File: config.mk
export PLATFORM = sky130hd
export DESIGN_NAME = chip_bus_monitor
export DESIGN_NICKNAME = d
export VERILOG_FILES = /design/src/rtl/chip_bus_monitor.sv
export SDC_FILE = /design/constraint.sdc
export NUM_CORES = 1
export LEC_CHECK = 0
export CAP_MARGIN = 20
export CORE_MARGIN = 5
export CORE_UTILIZATION = 30
export DETAILED_ROUTE_END_ITERATION = 6
export PLACE_DENSITY_LB_ADDON = 0.15
export SLEW_MARGIN = 10
export SYNTH_ARGS = -nofsm -noshare
export SYNTH_HDL_FRONTEND = slang
export SYNTH_SLANG_ARGS = --single-unit
export TNS_END_PERCENT = 5
File: constraint.sdc
create_clock -name clk -period 9.3 [get_ports clk]
set_input_delay 0.93 -clock clk [delete_from_list [all_inputs] [get_ports clk]]
set_output_delay 0.93 -clock clk [all_outputs]
set_load 0.1 [all_outputs]
File: src/rtl/chip_bus_monitor.sv
// Receive side of the sensor shift-register control bus. Mirrors the column and row
// registers, decodes the selected pixel, and logs each key write into an event FIFO.
module chip_bus_monitor #(
    parameter int COLS       = 24,
    parameter int ROWS       = 24,
    parameter int FIFO_DEPTH = 16,
    parameter int NB_CNT     = 16,
    localparam int NB_CIDX   = $clog2(COLS),
    localparam int NB_RIDX   = $clog2(ROWS)
) (
    input  logic               clk,
    input  logic               rst,
    input  logic [7:0]         i_chip_signals,
    input  logic               i_clr_cnt,
    input  logic               i_evt_ready,
    output logic               o_evt_valid,
    output logic [NB_RIDX-1:0] o_evt_row,
    output logic [NB_CIDX-1:0] o_evt_col,
    output logic [2:0]         o_evt_flags,
    output logic               o_fifo_full,
    output logic [NB_CNT-1:0]  o_key_cnt,
    output logic [NB_CNT-1:0]  o_err_cnt,
    output logic [NB_CNT-1:0]  o_ovf_cnt
);
    localparam int NB_PTR = $clog2(FIFO_DEPTH);
    localparam int B_KEY = 7, B_CCLK = 6, B_CRST = 5, B_CDAT = 4;
    localparam int B_RCLK = 3, B_RRST = 2, B_RENA = 1, B_RDAT = 0;

    typedef struct packed {
        logic [NB_RIDX-1:0] row;
        logic [NB_CIDX-1:0] col;
        logic [2:0]         flags;
    } evt_t;

    logic [7:0]        sync1, sync2;
    logic [2:0]        edge_q;   // {key_wren, col_clk, row_clk} delayed one cycle
    logic              key_rise, col_rise, row_rise;
    logic [COLS-1:0]   col_reg;
    logic [ROWS-1:0]   row_reg;
    logic [NB_CIDX-1:0] col_idx;
    logic [NB_RIDX-1:0] row_idx;
    logic              col_onehot, row_onehot;
    evt_t              evt_in, evt_head;
    evt_t              mem [FIFO_DEPTH];
    logic [NB_PTR-1:0] wr_ptr, rd_ptr;
    logic [NB_PTR:0]   count;
    logic              full, push, pop;

    // NOTE: sequential state uses non-blocking assignments so every flop samples pre-edge values.
    always_ff @(posedge clk) begin
        if (rst) begin
            sync1  <= '0;
            sync2  <= '0;
            edge_q <= '0;
        end else begin
            sync1  <= i_chip_signals;
            sync2  <= sync1;
            edge_q <= {sync2[B_KEY], sync2[B_CCLK], sync2[B_RCLK]};
        end
    end

    assign key_rise = sync2[B_KEY]  & ~edge_q[2];
    assign col_rise = sync2[B_CCLK] & ~edge_q[1];
    assign row_rise = sync2[B_RCLK] & ~edge_q[0];

    always_ff @(posedge clk) begin
        if (rst) begin
            col_reg <= '0;
            row_reg <= '0;
        end else begin
            if (sync2[B_CRST])  col_reg <= '0;
            else if (col_rise)  col_reg <= {col_reg[COLS-2:0], sync2[B_CDAT]};
            if (sync2[B_RRST])  row_reg <= '0;
            else if (row_rise)  row_reg <= {row_reg[ROWS-2:0], sync2[B_RDAT]};
        end
    end

    // NOTE: combinational outputs get a default first so no path leaves them unassigned (no latch).
    always_comb begin
        col_idx = '0;
        for (int i = COLS - 1; i >= 0; i--)
            if (col_reg[i]) col_idx = NB_CIDX'(i);
        row_idx = '0;
        for (int i = ROWS - 1; i >= 0; i--)
            if (row_reg[i]) row_idx = NB_RIDX'(i);
    end

    assign col_onehot = (col_reg != '0) && ((col_reg & (col_reg - 1'b1)) == '0);
    assign row_onehot = (row_reg != '0) && ((row_reg & (row_reg - 1'b1)) == '0);

    assign evt_in = '{row: row_idx, col: col_idx,
                      flags: {sync2[B_RENA], row_onehot, col_onehot}};

    assign full = (count == (NB_PTR + 1)'(FIFO_DEPTH));
    assign pop  = o_evt_valid & i_evt_ready;
    assign push = key_rise & (~full | pop);

    // NOTE: the event memory has no reset; stale entries are masked by the count, and reset only clears pointers.
    always_ff @(posedge clk) begin
        if (push) mem[wr_ptr] <= evt_in;
    end

    always_ff @(posedge clk) begin
        if (rst) begin
            wr_ptr <= '0;
            rd_ptr <= '0;
            count  <= '0;
        end else begin
            if (push) wr_ptr <= wr_ptr + 1'b1;
            if (pop)  rd_ptr <= rd_ptr + 1'b1;
            case ({push, pop})
                2'b10:   count <= count + 1'b1;
                2'b01:   count <= count - 1'b1;
                default: count <= count;
            endcase
        end
    end

    assign o_evt_valid = (count != '0);
    assign o_fifo_full = full;
    assign evt_head    = o_evt_valid ? mem[rd_ptr] : '0;
    assign o_evt_row   = evt_head.row;
    assign o_evt_col   = evt_head.col;
    assign o_evt_flags = evt_head.flags;

    function automatic logic [NB_CNT-1:0] sat_inc(input logic [NB_CNT-1:0] v);
        return (v == '1) ? v : v + 1'b1;
    endfunction

    always_ff @(posedge clk) begin
        if (rst || i_clr_cnt) begin
            o_key_cnt <= '0;
            o_err_cnt <= '0;
            o_ovf_cnt <= '0;
        end else if (key_rise) begin
            o_key_cnt <= sat_inc(o_key_cnt);
            if (evt_in.flags != 3'b111) o_err_cnt <= sat_inc(o_err_cnt);
            if (full && !pop)           o_ovf_cnt <= sat_inc(o_ovf_cnt);
        end
    end
endmodule

# Word-level counts from Yosys, hierarchy flattened
# Memory sizes are Yosys's and may differ from the RTL's. A register that Yosys moved wholly into a read port is not among the register bits.
# Cells that the tools add are included.
# op_classes
n_eq_ne	7
add_sub_neg	9
mux	54
bitwise_logic	15
reduce_logical	16
# ops
operator	n
$mux 5	48
$add 16x1->16 const B	3
$and 24x24->24	2
$eq 16x16->1 const B	3
$logic_not 24->1	2
$reduce_bool 24->1	2
$sub 24x1->24 const B	2
$mux 13	1
$pmux 5 s2	1
$add 4x1->4 const B	2
$mux 4	2
$not 1->1	7
$reduce_and 3->1	2
$add 5x1->5 const B	1
$and 1x1->1	5
$eq 5x5->1 const B	1
$reduce_bool 5->1	1
$sub 5x1->5 const B	1
$reduce_or 2->1	2
$logic_and 1x1->1	3
$ne 3x3->1 const B	1
$eq 2x1->1 const B	1
$eq 2x2->1 const B	1
$mux 1	2
other kinds (5)	5
# word_totals
output_inout_bits	63
reg_bits	128
mem_bits_rw	208
mem_count	1
# mem_list
memory	depth	word_bits	read_ports	rd_ports_with_merged_regs	write_ports	line	rtl
mem	16	13	1	1	1	44	evt_t mem [FIFO_DEPTH];

# Depth between registers and ports, before layout
# logic_depth
depth_word	24
mapped_depth	12

# Worst setup path before layout
# Ideal clock, no wire load.
# synth_timing
path_type	register -> output
from	register with a tool-made name
to	output o_evt_col[0]
arrival_time_ns	2.597
setup_slack_ns	5.773
stages_incl_launch_ff	6
n_path_buf	2
path_cell_list	dfxtp_1 clkbuf_1 buf_1 mux4_2 mux4_2 and2_1
# synth_rtl
element	line	rtl
to (decl)	18	output logic [NB_CIDX-1:0] o_evt_col,

==> summary.md <==
| Metric | Value |
|---|---|
| CTS Hold Bufs | 0 |
| Worst path cell trace | buf_16, mux4_2, mux4_2, and2_1, clkdlybuf4s50_1 |
| Drt drc | 0 |
| Synth cell types | 64 |
| Clock Skews | ~15 ps |
| Via count | 8778 |
| Final non-filler cell total | approximately 1800 |
| Chip height | 228.1 um |
| Sequential fraction of the synthesis area | between 60 and 70% |
| Initial drt markers | between 500 and 600 |
| Tmin final | ~4600 ps |
| Die area | between 50000 and 60000 sq um |
| Num CTS Buffers | 39 |
| Status | completed |
| First-pass GRT wire length | about 53000 um |
| R2R depth | 10 |
| PortBufs | 74 |
| Worst path depth | 5 |
| Hold Violations, Final | 0 |
| CP Buf/Inv Count | 2 |
| Pwr dens | 219.3 nW/um^2 |
| Most frequent cells in the layout | 208 x edfxtp_1, 143 x nand2_1, 130 x dfxtp_1, 92 x nor2_1, 82 x a21oi_1 |
| Crit Path Max Fanout | 32 |
| MaxCap Viol Count | 0 |
| Routability cong. | slightly above 0.7 |
| Post-CTS repair timing setup buffer count | 0 |
| Critical path type | register to output port |
| Post-synthesis area per instance | between 10 and 15 sq um |
| Fmax | about 220 MHz |
| Post-synth EDFFs | between 200 and 250 |
| Ys flop type | edfxtp_1 |
| Least-Margin Pin Slew | ~1100 ps |
| Gr ovfl total | 0 |
| # rows | 80 |
| Most common cell after layout, fill and taps aside | edfxtp_1 |
| Root Buffer | clkbuf_16 |
| Final HPWL DP | approximately 20000 um |
| Vias per cell | 4.789 |
| Leak | roughly 5.6 nW |
| Asr flop ratio synth | 0% |
| Clock Path Buffers | 3 |
| Drt pass-1 iters | 5 |
| Clock slew seen by the registers of the worst setup and hold paths | 60 ps |
| DR WL/cell | between 15 and 20 um |
| Antenna Cells | 0 |
| Total Wirelength | ~34000 um |
| Ports | 75 |
| Min-Delay Path Class | register to register |
| Largest net degree at the start of global routing | 53 |
| Fin nets | ~1200 |
| Yosys top cell area share | 43.76% |
| Post-CTS sizing | 0 |
| Slew HR | 27.30% |
| Critical path launch point type | register |
| ANT nets after route | 0 |
| Total nets after synthesis | 1129 |
| Vias in the first global route | 8848 |
| Total global-route track usage | between 10% and 20% |
| Area growth, synth to finish | 19.50% |
| CP arrival | about 3700 ps |
| Chip width | 228.1 um |
| Critical Path End Type | output port |
| CP max stage delay | around 1000 ps |
| CTS Sinks | 340 |
| Cell Area, Synth | 14270 sq um |
| CP required | between 8000 and 9000 ps |
| Final setup vio count | 0 |
| Synth area leader | edfxtp_1 |
| #FFs+latches synth | 340 |
| RSZ-0062 raised after global routing | false |
| Most frequent CP cell | mux4_2 |
| Part of the cycle the worst path needs | roughly half |
| Slew Limit Fails | 0 |
| Core Region | 47450 sq um |
| Initial antenna violation count | 0 |
| Cell family with most CP delay | buffers and inverters |
| Area contributors post-synth | edfxtp_1 44%, dfxtp_1 19%, mux4_2 10%, nand2_1 3.8%, a21oi_1 2.9% |
| Hold path cells | 1 |
| Max VDD drop | roughly 110 uV |
| YS warnings | 0 |
| H-tree lvl count | 2 |
| Worst-skew pair later-pin latency | 560 ps |
| Slowest CP cell | clkdlybuf4s50_1 |
| Setup TNS | 0 ps |
| TritonCTS clock tree | built |
| Post-Synthesis Cells | 1105 |
| Post-placement cell count | roughly 1800 |
| Initial Util | a little under a third |
| Share of cells above drive strength 1 | between 10% and 20% |
| Max FFs per register | 208 |
[per-layer routing]
layer / track usage, % / vias up / share of wire [%]
met5: 0 / - / 0
met4: 3.592 / 0 / 2.2
met3: 3.370 / 46 / 5.2
met2: 19.59 / 177 / 44
met1: 18.26 / 4315 / 48
li1: - / 4240 / -
[worst register-to-register path, stage by stage (launching register included)]
cell,delay (ps)
dfxtp_1,340
nor4_1,500
nand2b_1,670
nand2_1,500
nor2_1,190
ha_1,350
a21o_1,200
a21oi_1,170
xor2_1,90
or3_1,320
a21oi_1,130
[report_power, final]
part           total [W]  switching, W  internal (W)
clock            0.00152      0.000638      0.000883
combinational   0.000596      0.000395      0.000201
sequential       0.00162     0.0000259       0.00160
[Yosys cell counts, types with 18 or more instances]
cell type    n
inv_1       21
edfxtp_1   208
and2_1      18
clkbuf_1    48
mux4_2      65
nand2_1    143
a21oi_1     82
dfxtp_1    132
nor2b_1     23
xor2_1      28
nor2_1      92
nor3_1      22
[worst paths after layout]
| kind | startpoint | end | slack (ps) |
|---|---|---|---|
| worst max register to register | count[1]$_SDFFE_PP0P_ | count[4]$_SDFFE_PP0P_ | 5780 |
| worst min register to register | sync1[1]$_SDFF_PP0_ | sync2[1]$_SDFF_PP0_ | 440 |
| worst min-delay path | sync1[1]$_SDFF_PP0_ | sync2[1]$_SDFF_PP0_ | 440 |
| worst max-delay path | register | o_evt_flags[2] | 4660 |
[cell type report]
class	instances	area (sq um)
Clock buffer	47	1026
Clock inverter	25	247.7
Fill cell	4652	30390
Inverter	21	78.83
Multi-Input combinational cell	678	5032
Sequential cell	340	8894
Tap cell	615	769.5
Timing Repair Buffer	107	1007
[kinds of logic after synthesis]
kind of cell               count (synthesis)  synth area share (%)
xor gates and xnor gates                  40                 2.455
buffers and inverters                     87                 2.647
and+or+nand+nor                          396                 14.09
muxes                                     71                 10.68
adders and majority gates                 14                 1.245
AOI/OAI and AO/OA                        157                 6.610
DFF                                      340                 62.28
[per-stage QoR]
stage	setup WS, ps	power (W)	area (sq um)	util, %	hold slack [ps]
2_1_floorplan	5773	0.002117	14270	-	413.8
3_3_place_gp	5002	0.002250	15740	33.18	419.4
3_5_place_dp	4945	0.002258	15740	33.18	427.0
4_1_cts	4317	0.003799	17020	35.87	441.0
5_1_grt	4443	0.003897	17060	35.95	451.0
6_report	4662	0.003740	17060	35.95	435.4
No activity file was read; power rests on OpenSTA's default activity.
